### src/rtl/truth_table_sequencer_pkg.sv
// Shared definitions for the truth-table sweep controller: state encodings
// and the table-depth helper used by the top, the interface and the capture block.
package truth_table_sequencer_pkg;

  localparam logic [1:0] ST_IDLE   = 2'd0;
  localparam logic [1:0] ST_APPLY  = 2'd1;
  localparam logic [1:0] ST_SAMPLE = 2'd2;
  localparam logic [1:0] ST_FINISH = 2'd3;

  typedef enum logic [1:0] {
    S_IDLE   = ST_IDLE,
    S_APPLY  = ST_APPLY,
    S_SAMPLE = ST_SAMPLE,
    S_FINISH = ST_FINISH
  } state_e;

  // Number of entries in a truth table for an n-input function.
  function automatic int tt_depth(input int n_in);
    return 1 << n_in;
  endfunction

endpackage

### src/rtl/truth_table_sequencer_if.sv
// Bundle between the sweep controller (slave side) and the bench/top plus the
// pair of function implementations under comparison (master side).
interface truth_table_sequencer_if
  import truth_table_sequencer_pkg::*;
#(
  parameter int N_IN = 2
);
  localparam int DEPTH = tt_depth(N_IN);

  logic              start;
  logic              abort;
  logic              a_in;
  logic              b_in;
  logic [N_IN-1:0]   x_vec;
  logic              busy;
  logic              done;
  logic [DEPTH-1:0]  table_a;
  logic [DEPTH-1:0]  table_b;
  logic [DEPTH-1:0]  mismatch_mask;
  logic              mismatch;
  logic [N_IN-1:0]   first_fail;

  modport master (
    output start, abort, a_in, b_in,
    input  x_vec, busy, done, table_a, table_b, mismatch_mask, mismatch, first_fail
  );

  modport slave (
    input  start, abort, a_in, b_in,
    output x_vec, busy, done, table_a, table_b, mismatch_mask, mismatch, first_fail
  );

endinterface

### src/rtl/truth_table_sequencer_tt_capture.sv
// Truth-table capture register: one bit per input combination for each
// implementation, plus their XOR mask, written one index at a time.
module tt_capture #(
  parameter int IDX_W = 2,
  parameter int DEPTH = 4
) (
  input  logic             clk,
  input  logic             rst_n,
  input  logic             clr_i,
  input  logic             we_i,
  input  logic [IDX_W-1:0] idx_i,
  input  logic             a_i,
  input  logic             b_i,
  output logic [DEPTH-1:0] table_a_o,
  output logic [DEPTH-1:0] table_b_o,
  output logic [DEPTH-1:0] mask_o
);

  for (genvar gi = 0; gi < DEPTH; gi++) begin : g_bit
    logic ta_q;
    logic tb_q;
    logic mask_q;
    logic hit_d;

    assign hit_d = we_i && (idx_i == IDX_W'(gi));

    always_ff @(posedge clk) begin
      if (!rst_n) begin
        ta_q   <= 1'b0;
        tb_q   <= 1'b0;
        mask_q <= 1'b0;
      end else if (clr_i) begin
        ta_q   <= 1'b0;
        tb_q   <= 1'b0;
        mask_q <= 1'b0;
      end else if (hit_d) begin
        ta_q   <= a_i;
        tb_q   <= b_i;
        mask_q <= a_i ^ b_i;
      end
    end

    assign table_a_o[gi] = ta_q;
    assign table_b_o[gi] = tb_q;
    assign mask_o[gi]    = mask_q;
  end

endmodule

### src/rtl/truth_table_sequencer.sv
// Sweeps x_vec through every input combination, samples both implementations
// after a settle delay, and reports the captured tables and the first mismatch.
module truth_table_sequencer
  import truth_table_sequencer_pkg::*;
#(
  parameter int N_IN   = 2,
  parameter int SETTLE = 1
) (
  input  logic                     clk,
  input  logic                     rst_n,
  truth_table_sequencer_if.slave   bus
);

  localparam int DEPTH = tt_depth(N_IN);
  localparam logic [N_IN:0] LAST_IDX = (N_IN+1)'(DEPTH - 1);
  localparam logic [3:0]    SETTLE_W = 4'(SETTLE);

  state_e            state_q;
  logic [N_IN:0]     index_q;
  logic [3:0]        settle_q;
  logic [N_IN-1:0]   x_vec_q;
  logic [N_IN-1:0]   first_fail_q;
  logic              busy_q;
  logic              done_q;
  logic              mismatch_q;
  logic              fail_seen_q;

  logic [N_IN:0]     index_d;
  logic              diff_d;
  logic              last_d;
  logic              cap_clr_d;
  logic              cap_we_d;
  logic [DEPTH-1:0]  table_a_w;
  logic [DEPTH-1:0]  table_b_w;
  logic [DEPTH-1:0]  mask_w;

  assign index_d   = index_q + (N_IN+1)'(1);
  assign diff_d    = bus.a_in ^ bus.b_in;
  assign last_d    = (index_q == LAST_IDX);
  assign cap_clr_d = (state_q == S_IDLE) && bus.start;
  // abort wins over the capture of the index being sampled
  assign cap_we_d  = (state_q == S_SAMPLE) && !bus.abort;

  always_ff @(posedge clk) begin
    if (!rst_n) begin
      state_q      <= S_IDLE;
      index_q      <= '0;
      settle_q     <= '0;
      x_vec_q      <= '0;
      first_fail_q <= '0;
      busy_q       <= 1'b0;
      done_q       <= 1'b0;
      mismatch_q   <= 1'b0;
      fail_seen_q  <= 1'b0;
    end else begin
      done_q <= 1'b0;
      unique case (state_q)
        S_IDLE: begin
          if (bus.start) begin
            state_q      <= S_APPLY;
            index_q      <= '0;
            settle_q     <= '0;
            x_vec_q      <= '0;
            busy_q       <= 1'b1;
            first_fail_q <= '0;
            fail_seen_q  <= 1'b0;
          end
        end
        S_APPLY: begin
          if (bus.abort) begin
            state_q  <= S_IDLE;
            busy_q   <= 1'b0;
            settle_q <= '0;
          end else if (settle_q == SETTLE_W) begin
            state_q  <= S_SAMPLE;
            settle_q <= '0;
          end else begin
            settle_q <= settle_q + 4'd1;
          end
        end
        S_SAMPLE: begin
          if (bus.abort) begin
            state_q <= S_IDLE;
            busy_q  <= 1'b0;
          end else begin
            if (diff_d && !fail_seen_q) begin
              first_fail_q <= index_q[N_IN-1:0];
              fail_seen_q  <= 1'b1;
            end
            if (last_d) begin
              state_q    <= S_FINISH;
              busy_q     <= 1'b0;
              done_q     <= 1'b1;
              // last mask bit is still clear here, so fold in this sample's diff
              mismatch_q <= (|mask_w) | diff_d;
            end else begin
              state_q <= S_APPLY;
              index_q <= index_d;
              x_vec_q <= index_d[N_IN-1:0];
            end
          end
        end
        S_FINISH: begin
          state_q <= S_IDLE;
        end
        default: begin
          state_q <= S_IDLE;
        end
      endcase
    end
  end

  tt_capture #(
    .IDX_W (N_IN),
    .DEPTH (DEPTH)
  ) u_capture (
    .clk       (clk),
    .rst_n     (rst_n),
    .clr_i     (cap_clr_d),
    .we_i      (cap_we_d),
    .idx_i     (index_q[N_IN-1:0]),
    .a_i       (bus.a_in),
    .b_i       (bus.b_in),
    .table_a_o (table_a_w),
    .table_b_o (table_b_w),
    .mask_o    (mask_w)
  );

  assign bus.x_vec         = x_vec_q;
  assign bus.busy          = busy_q;
  assign bus.done          = done_q;
  assign bus.table_a       = table_a_w;
  assign bus.table_b       = table_b_w;
  assign bus.mismatch_mask = mask_w;
  assign bus.mismatch      = mismatch_q;
  assign bus.first_fail    = first_fail_q;

endmodule
### src/flat_wrapper.sv
// flat-port wrapper written by rule: the top's interface ports become plain ports
module truth_table_sequencer_flat import truth_table_sequencer_pkg::*;
#(
  parameter int N_IN   = 2,
  parameter int SETTLE = 1
)
  (clk, rst_n, bus_start, bus_abort, bus_a_in, bus_b_in, bus_x_vec, bus_busy, bus_done, bus_table_a, bus_table_b, bus_mismatch_mask, bus_mismatch, bus_first_fail);
  truth_table_sequencer_if #(.N_IN(N_IN)) bus_i ();
  input  logic clk;
  input  logic rst_n;
  input wire logic [$bits(bus_i.start)-1:0] bus_start;
  input wire logic [$bits(bus_i.abort)-1:0] bus_abort;
  input wire logic [$bits(bus_i.a_in)-1:0] bus_a_in;
  input wire logic [$bits(bus_i.b_in)-1:0] bus_b_in;
  output wire logic [$bits(bus_i.x_vec)-1:0] bus_x_vec;
  output wire logic [$bits(bus_i.busy)-1:0] bus_busy;
  output wire logic [$bits(bus_i.done)-1:0] bus_done;
  output wire logic [$bits(bus_i.table_a)-1:0] bus_table_a;
  output wire logic [$bits(bus_i.table_b)-1:0] bus_table_b;
  output wire logic [$bits(bus_i.mismatch_mask)-1:0] bus_mismatch_mask;
  output wire logic [$bits(bus_i.mismatch)-1:0] bus_mismatch;
  output wire logic [$bits(bus_i.first_fail)-1:0] bus_first_fail;
  assign bus_i.start = bus_start;
  assign bus_i.abort = bus_abort;
  assign bus_i.a_in = bus_a_in;
  assign bus_i.b_in = bus_b_in;
  assign bus_x_vec = bus_i.x_vec;
  assign bus_busy = bus_i.busy;
  assign bus_done = bus_i.done;
  assign bus_table_a = bus_i.table_a;
  assign bus_table_b = bus_i.table_b;
  assign bus_mismatch_mask = bus_i.mismatch_mask;
  assign bus_mismatch = bus_i.mismatch;
  assign bus_first_fail = bus_i.first_fail;
  truth_table_sequencer #(.N_IN(N_IN), .SETTLE(SETTLE)) u_core (.clk(clk), .rst_n(rst_n), .bus(bus_i));
endmodule
### config.mk
export PLATFORM = sky130hd
export DESIGN_NAME = truth_table_sequencer_flat
export DESIGN_NICKNAME = d
export VERILOG_FILES = /design/src/rtl/truth_table_sequencer_pkg.sv /design/src/rtl/truth_table_sequencer_if.sv /design/src/rtl/truth_table_sequencer_tt_capture.sv /design/src/rtl/truth_table_sequencer.sv /design/src/flat_wrapper.sv
export SDC_FILE = /design/constraint.sdc
export NUM_CORES = 1
export LEC_CHECK = 0
export ABC_AREA = 0
export CORE_ASPECT_RATIO = 0.7
export CORE_MARGIN = 2
export CORE_UTILIZATION = 51
export CTS_CLUSTER_DIAMETER = 80
export DETAILED_ROUTE_END_ITERATION = 7
export PLACE_DENSITY = 0.89
export SLEW_MARGIN = 20
export SYNTH_ARGS = -nofsm -noshare
export SYNTH_HDL_FRONTEND = slang
export SYNTH_SLANG_ARGS = --single-unit
### constraint.sdc
create_clock -name clk -period 2.2 [get_ports clk]
set_input_delay 0.22 -clock clk [delete_from_list [all_inputs] [get_ports clk]]
set_output_delay 0.22 -clock clk [all_outputs]
set_load 0.05 [all_outputs]
# Word level (Yosys, flattened, before mapping)
# Index checks and enable logic that the tools add are counted.
# totals
reg_bits	29
in_bits	6
output_inout_bits	19
wordCells	97
# classes
n_addsub	2
eq_ne	15
n_mux	31
bitwise	5
reduce_logical	23
# ops
op	count
2-bit two-way mux	10
4-bit two-way mux	3
4-bit AND reduction	3
2-bit inequality test, second input constant	5
3-bit two-way mux	3
2-bit == test, second input constant	4
1-bit two-way mux	8
2-bit one-hot mux with 2 select lines	2
2-bit one-hot mux with 4 select lines	1
4-bit one-hot mux with 2 select lines	1
1-bit logical AND	7
3-bit by 2-bit inequality test with 1-bit output, second input constant	2
3-bit one-hot mux with 2 select lines	1
4-bit by 1-bit adder with 4-bit output, second input constant	1
2-bit by 1-bit == test with 1-bit output, second input constant	2
4-bit by 1-bit == test with 1-bit output, second input constant	1
2-bit logical NOT	2
2-bit AND reduction	2
2-bit nonzero test	2
4-bit OR reduction	1
3-bit by 1-bit adder with 3-bit output, second input constant	1
3-bit by 2-bit == test with 1-bit output, second input constant	1
1-bit inverter	3
1-bit one-hot mux with 3 select lines	1
other kinds (8)	9

# Logic depth before layout (Yosys ltp)
# logic_depth
depth_word	5
ltp_mapped	8
ltp_nobuf	6

# Hierarchy
# Synthesis repeated with hierarchy kept, for this count alone.
# hier_totals
hier_cells	164
area_unflattened_um2	1498.9
# by_module_without_submodules
mod	instances	cells_per_inst	area_each_um2	seq_area_each_um2
truth_table_sequencer	1	109	945.9	300.3
tt_capture	1	55	553.0	240.2

# Least setup slack after synthesis
# Ideal clock, no wire load.
# synth_timing
kind	reg2reg
start	register u_core.index_q[0]
end	register u_core.index_q[1]
setup_time_ns	0.066
arrival_ns	1.550
required_ns	2.134
slack_ns	0.584
path_stages_with_launch	7
path_buffers	0
synth_period_minus_slack_ns	1.616
path_cell_list	dfxtp_1 ha_1 ha_1 o21ai_0 o211ai_1 mux2_2 nor2_1
# synth_between
word_cells_on_any_way	7
cone_classes	add/sub (1); eq/ne (2); mux (3); reduce/logical (1)
# synth_lines
item	line	source
start, declared	truth_table_sequencer.sv:19	logic [N_IN:0] index_q;
start signal, assigned	truth_table_sequencer.sv:98	index_q <= index_d;
3-bit by 2-bit == test with 1-bit output	truth_table_sequencer.sv:39	assign last_d = (index_q == LAST_IDX);
net u_core.last_d	truth_table_sequencer.sv:30	logic last_d;
2-bit inequality test (no source line)	--	
4-bit AND reduction (no source line)	--	
# The timed path passes the listed nets, and every way through them passes these cells. The select of a mux whose other input is x is not followed.
# A chain may end at the register's enable or synchronous reset.

# Worst setup path in the final report
# Ends and elaborated chain as after synthesis.

==> run_results.csv <==
group,metric,value,unit
outcome,status,"finished clean",
synthesis,ys_warn_count,0,
worst_setup_path,end_kind,"register",
hold_path,worstHoldStart,"u_core.u_capture.g_bit[2].tb_q",
clock_tree,clk-insertion-delay-late,260,ps
timing,finalCritPeriodShare,0.878,
worst_setup_path,crit_top_cell,"ha_1",
timing,setup_tns,0,ps
clock_tree,cts_buffers,3,
synthesis,synth_top_cells_by_area,"dfxtp_1 38%, ha_1 9.7%, buf_4 7.4%",
synthesis,netlist_cell_types,38,
pwr,combinationalPowerShare,0.182,
placed_design,port_buffers,24,
pwr,power.share.sequential,0.535,
global_routing,first_global_vias,1115,
clock_tree,clock_sinks,27,
clock_tree,cts_post_setup_buffers_inserted,0,
clock_tree,clock_tree_from_tritoncts,"built",
synthesis,synth_seq_area_share,0.380,
hold_path,min_delay_worst_endpoint,"u_core.u_capture.g_bit[2].tb_q",
pwr,power_switching,256,uW
worst_setup_path,critical_path_slowest_stage_cell,"dfxtp_1",
synthesis,synth_seq_cells,27,
final_layout,num_antenna_cells,0,
pwr,internal_power,696,uW
run,drv_cap,0,
clock_tree,clk_root_buffer_cell,"clkbuf_8",
worst_setup_path,cp_data_required_time,2400,ps
detailed_routing,dr_pass1_iterations,4,
synthesis,synth_top_area_share,0.380,
placed_design,dp_hpwl,2160,um
timing,timing.final.hold_violations,0,
worst_setup_path,criticalPathCategory,"register to register",
timing,grt_setup_unrepaired,"false",
global_routing,grt_pass1_wl,4880,um
final_layout,final_net_count,192,
clock_tree,clock_path_buffers,2,
worst_setup_path,reg2reg_from,"u_core.index_q[0]",
global_routing,global_route.usage.met1,0.253,
worst_setup_path,ff2ff_path_depth,6,
timing,worst_slew_pin_slew,605,ps
worst_setup_path,cp_max_stage_delay,460,ps
hold_path,timing.hold.worst_path_depth,2,
worst_setup_path,worstReg2RegEnd,"u_core.index_q[1]",
placed_design,globalplace.congestion,0.766,
worst_setup_path,critPathMaxFanout,7,
clock_tree,ctsHtreeMaxLevel,1,
detailed_routing,drt_iter0_drc,59,
clock_tree,cts.reportedPaths.clkPinSlew,80,ps
global_routing,m3_gr_usage,0.0485,
floorplanning,initial_utilization,0.558,
pwr,ir_worst_vdd,0.471,mV
synthesis,postSynthAreaPerCell,8.68,um^2
global_routing,groute.usage.overall,0.203,
synthesis,netlist.top_cell.by_area,"dfxtp_1",
global_routing,antenna_violations_before_repair,0,
timing,timing.clock.skew,3.46,ps
global_routing,pin_count_of_the_biggest_net_entering_global_routing,15,
timing,timing.final.max_slew_violations,0,
detailed_routing,routed_wirelength,2970,um
worst_setup_path,critPathLaunch,"u_core.index_q[0]",
pwr,pd_cells,585,nW/um^2
worst_setup_path,critical_path.n_buffers_inverters,0,
detailed_routing,viasPerCell,5.70,
global_routing,gr-max-usage-layer,"met2",
floorplanning,floorplan.die.height,48.2,um
timing,max_freq,518,MHz
floorplanning,placement_rows,15,
global_routing,gr-usage-met2,0.370,
hold_path,min_path_type,"register to register",
final_layout,drive_above_1_share,0.0517,
clock_tree,post_cts_hold_buffer_count,0,
timing,timing.final.setup_violations,0,
synthesis,post_synth_instance_area,1420,um^2
synthesis,mappedNetlistNets,181,
worst_setup_path,r2r_setup_slack,270,ps
pwr,p_leak,0.583,nW
worst_setup_path,worst_path_dominant_cell_family,"adder cells",
timing,max_slew_margin,0.585,
final_layout,syn2layout_area_growth,14.2,%
final_layout,count_of_filler_cells_inserted_in_the_layout,211,
detailed_routing,drc_errors,0,
worst_setup_path,critical_path.cell_chain,"ha_1 -> ha_1 -> o21ai_0 -> o211ai_1 -> mux2_2 -> nor2_1",
pwr,p_clk_frac,0.283,
pwr,post-layout-total-power,952,uW
worst_setup_path,arr_time_crit_path,2130,ps
clock_tree,post_cts_resized,0,
worst_setup_path,worst_setup_path_start_kind,"register",
pwr,switching_share,0.269,
floorplanning,fp.coreArea,2550,um^2
detailed_routing,num_vias,1186,
floorplanning,die_area,3240,um^2
floorplanning,ioPinCount,25,
floorplanning,die-width,67.2,um
detailed_routing,routedWlPerCell,14.3,um
global_routing,grt.overflow.total,0,
synthesis,postSynthCellCount,164,
timing,post-route-min-period,1930,ps
detailed_routing,antenna_left,0,
worst min-delay path: stages (launching register included):
cell and delay [ps]:
dfxtp_1 320, nand2_1 50, a21oi_1 50
power by group through the flow:
stage	Combinational, mW	Sequential [mW]	Clock (mW)
after floorplan	0.118	0.531	0
after global placement	0.161	0.519	0
after detailed placement	0.168	0.521	0
after CTS	0.170	0.509	0.275
after global routing	0.187	0.512	0.298
final	0.173	0.510	0.270
metal layers:
metal  part of all wire  vias up  routed length (um)
met5                  0        -                   0
met4             0.0071        0                  21
met3              0.063        2                 188
met2               0.48       48                1430
met1               0.45      551                1330
li1                   -      585                   -
area by class of cell:
cell class | instances | area (um^2) | share of cell area
Multi-Input combinational cell | 108 | 709 | 0.436
Sequential cell | 27 | 541 | 0.332
Timing Repair Buffer | 26 | 255 | 0.157
Clock buffer | 4 | 45.0 | 0.0277
Tap cell | 34 | 42.5 | 0.0262
Inverter | 9 | 33.8 | 0.0208
sequential cells by signal, summed over array words and instances (netlist names):
| register | flops |
|---|---|
| u_core.bus.busy | 1 |
| u_core.bus.done | 1 |
| u_core.bus.first_fail | 2 |
| u_core.bus.mismatch | 1 |
| u_core.fail_seen_q | 1 |
| u_core.index_q | 3 |
| u_core.settle_q | 4 |
| u_core.state_q | 2 |
| u_core.u_capture.g_bit.mask_q | 4 |
| u_core.u_capture.g_bit.ta_q | 4 |
| u_core.u_capture.g_bit.tb_q | 4 |
Yosys cell counts:
cell and count:
a22oi_1 1, nor2_1 11, dfxtp_1 27, mux2_2 1
a21oi_4 1, o311ai_0 1, clkbuf_1 1, a211oi_1 1
o21ai_0 6, nand2_1 17, o211ai_1 1, o21bai_1 1
buf_6 1, and3_1 1, nand2b_4 1, clkinv_1 1
or4_1 1, buf_4 14, nor4_1 1, and2_1 1
a311oi_1 4, nor3_1 2, mux2i_1 3, o221a_2 1
a21oi_1 17, nand3_1 11, ha_1 11, a31oi_1 2
o311a_1 2, xnor2_1 1, or2b_1 1, a22o_1 2
nor2b_1 2, nor3b_1 1, inv_1 8, or4b_1 1
buf_2 4, and2b_1 1
per-stage QoR:
step,instance area [um^2],instances,util,setup WS [ps],hold slack (ps)
after floorplan,1420,164,-,584,367
after global placement,1580,204,0.620,453,445
after detailed placement,1580,204,0.620,314,453
after CTS,1630,208,0.637,294,465
after global routing,1630,208,0.637,145,488
final,1630,208,0.637,269,463
worst max-delay path by stage:
stage | slack (ps) | cells past startpoint | endpoint
floorplan | 580 | 6 | u_core.index_q[1]
global placement | 450 | 5 | u_core.bus.first_fail[0]
detailed placement | 310 | 6 | u_core.index_q[1]
CTS | 290 | 6 | u_core.index_q[1]
global route | 150 | 6 | u_core.index_q[1]
finish | 270 | 6 | u_core.index_q[1]
kinds of logic after synthesis:
| group | after synthesis | synth area share |
|---|---|---|
| AOI/OAI and AO/OA | 40 | 0.187 |
| buffers and inverters | 29 | 0.122 |
| DFF | 27 | 0.380 |
| muxes | 4 | 0.0290 |
| and+or+nand+nor | 52 | 0.179 |
| xor gates and xnor gates | 1 | 0.00615 |
| adders and majority gates | 11 | 0.0967 |
layout by cell type (no fill, tap or decap), types with 2 or more instances in the layout:
cell / netlist / layout
a21oi_1: 17 / 17
nand3_1: 11 / 11
o311a_1: 2 / 2
a22o_1: 2 / 2
a311oi_1: 4 / 4
o21ai_0: 6 / 6
inv_1: 8 / 8
a31oi_1: 2 / 2
nand2_1: 17 / 17
nor2_1: 11 / 11
buf_4: 14 / 2
nor3_1: 2 / 2
ha_1: 11 / 11
clkdlybuf4s50_1: 0 / 24
mux2i_1: 3 / 3
clkbuf_8: 0 / 3
nor2b_1: 2 / 2
dfxtp_1: 27 / 27
No activity file was read; power rests on OpenSTA's default activity.
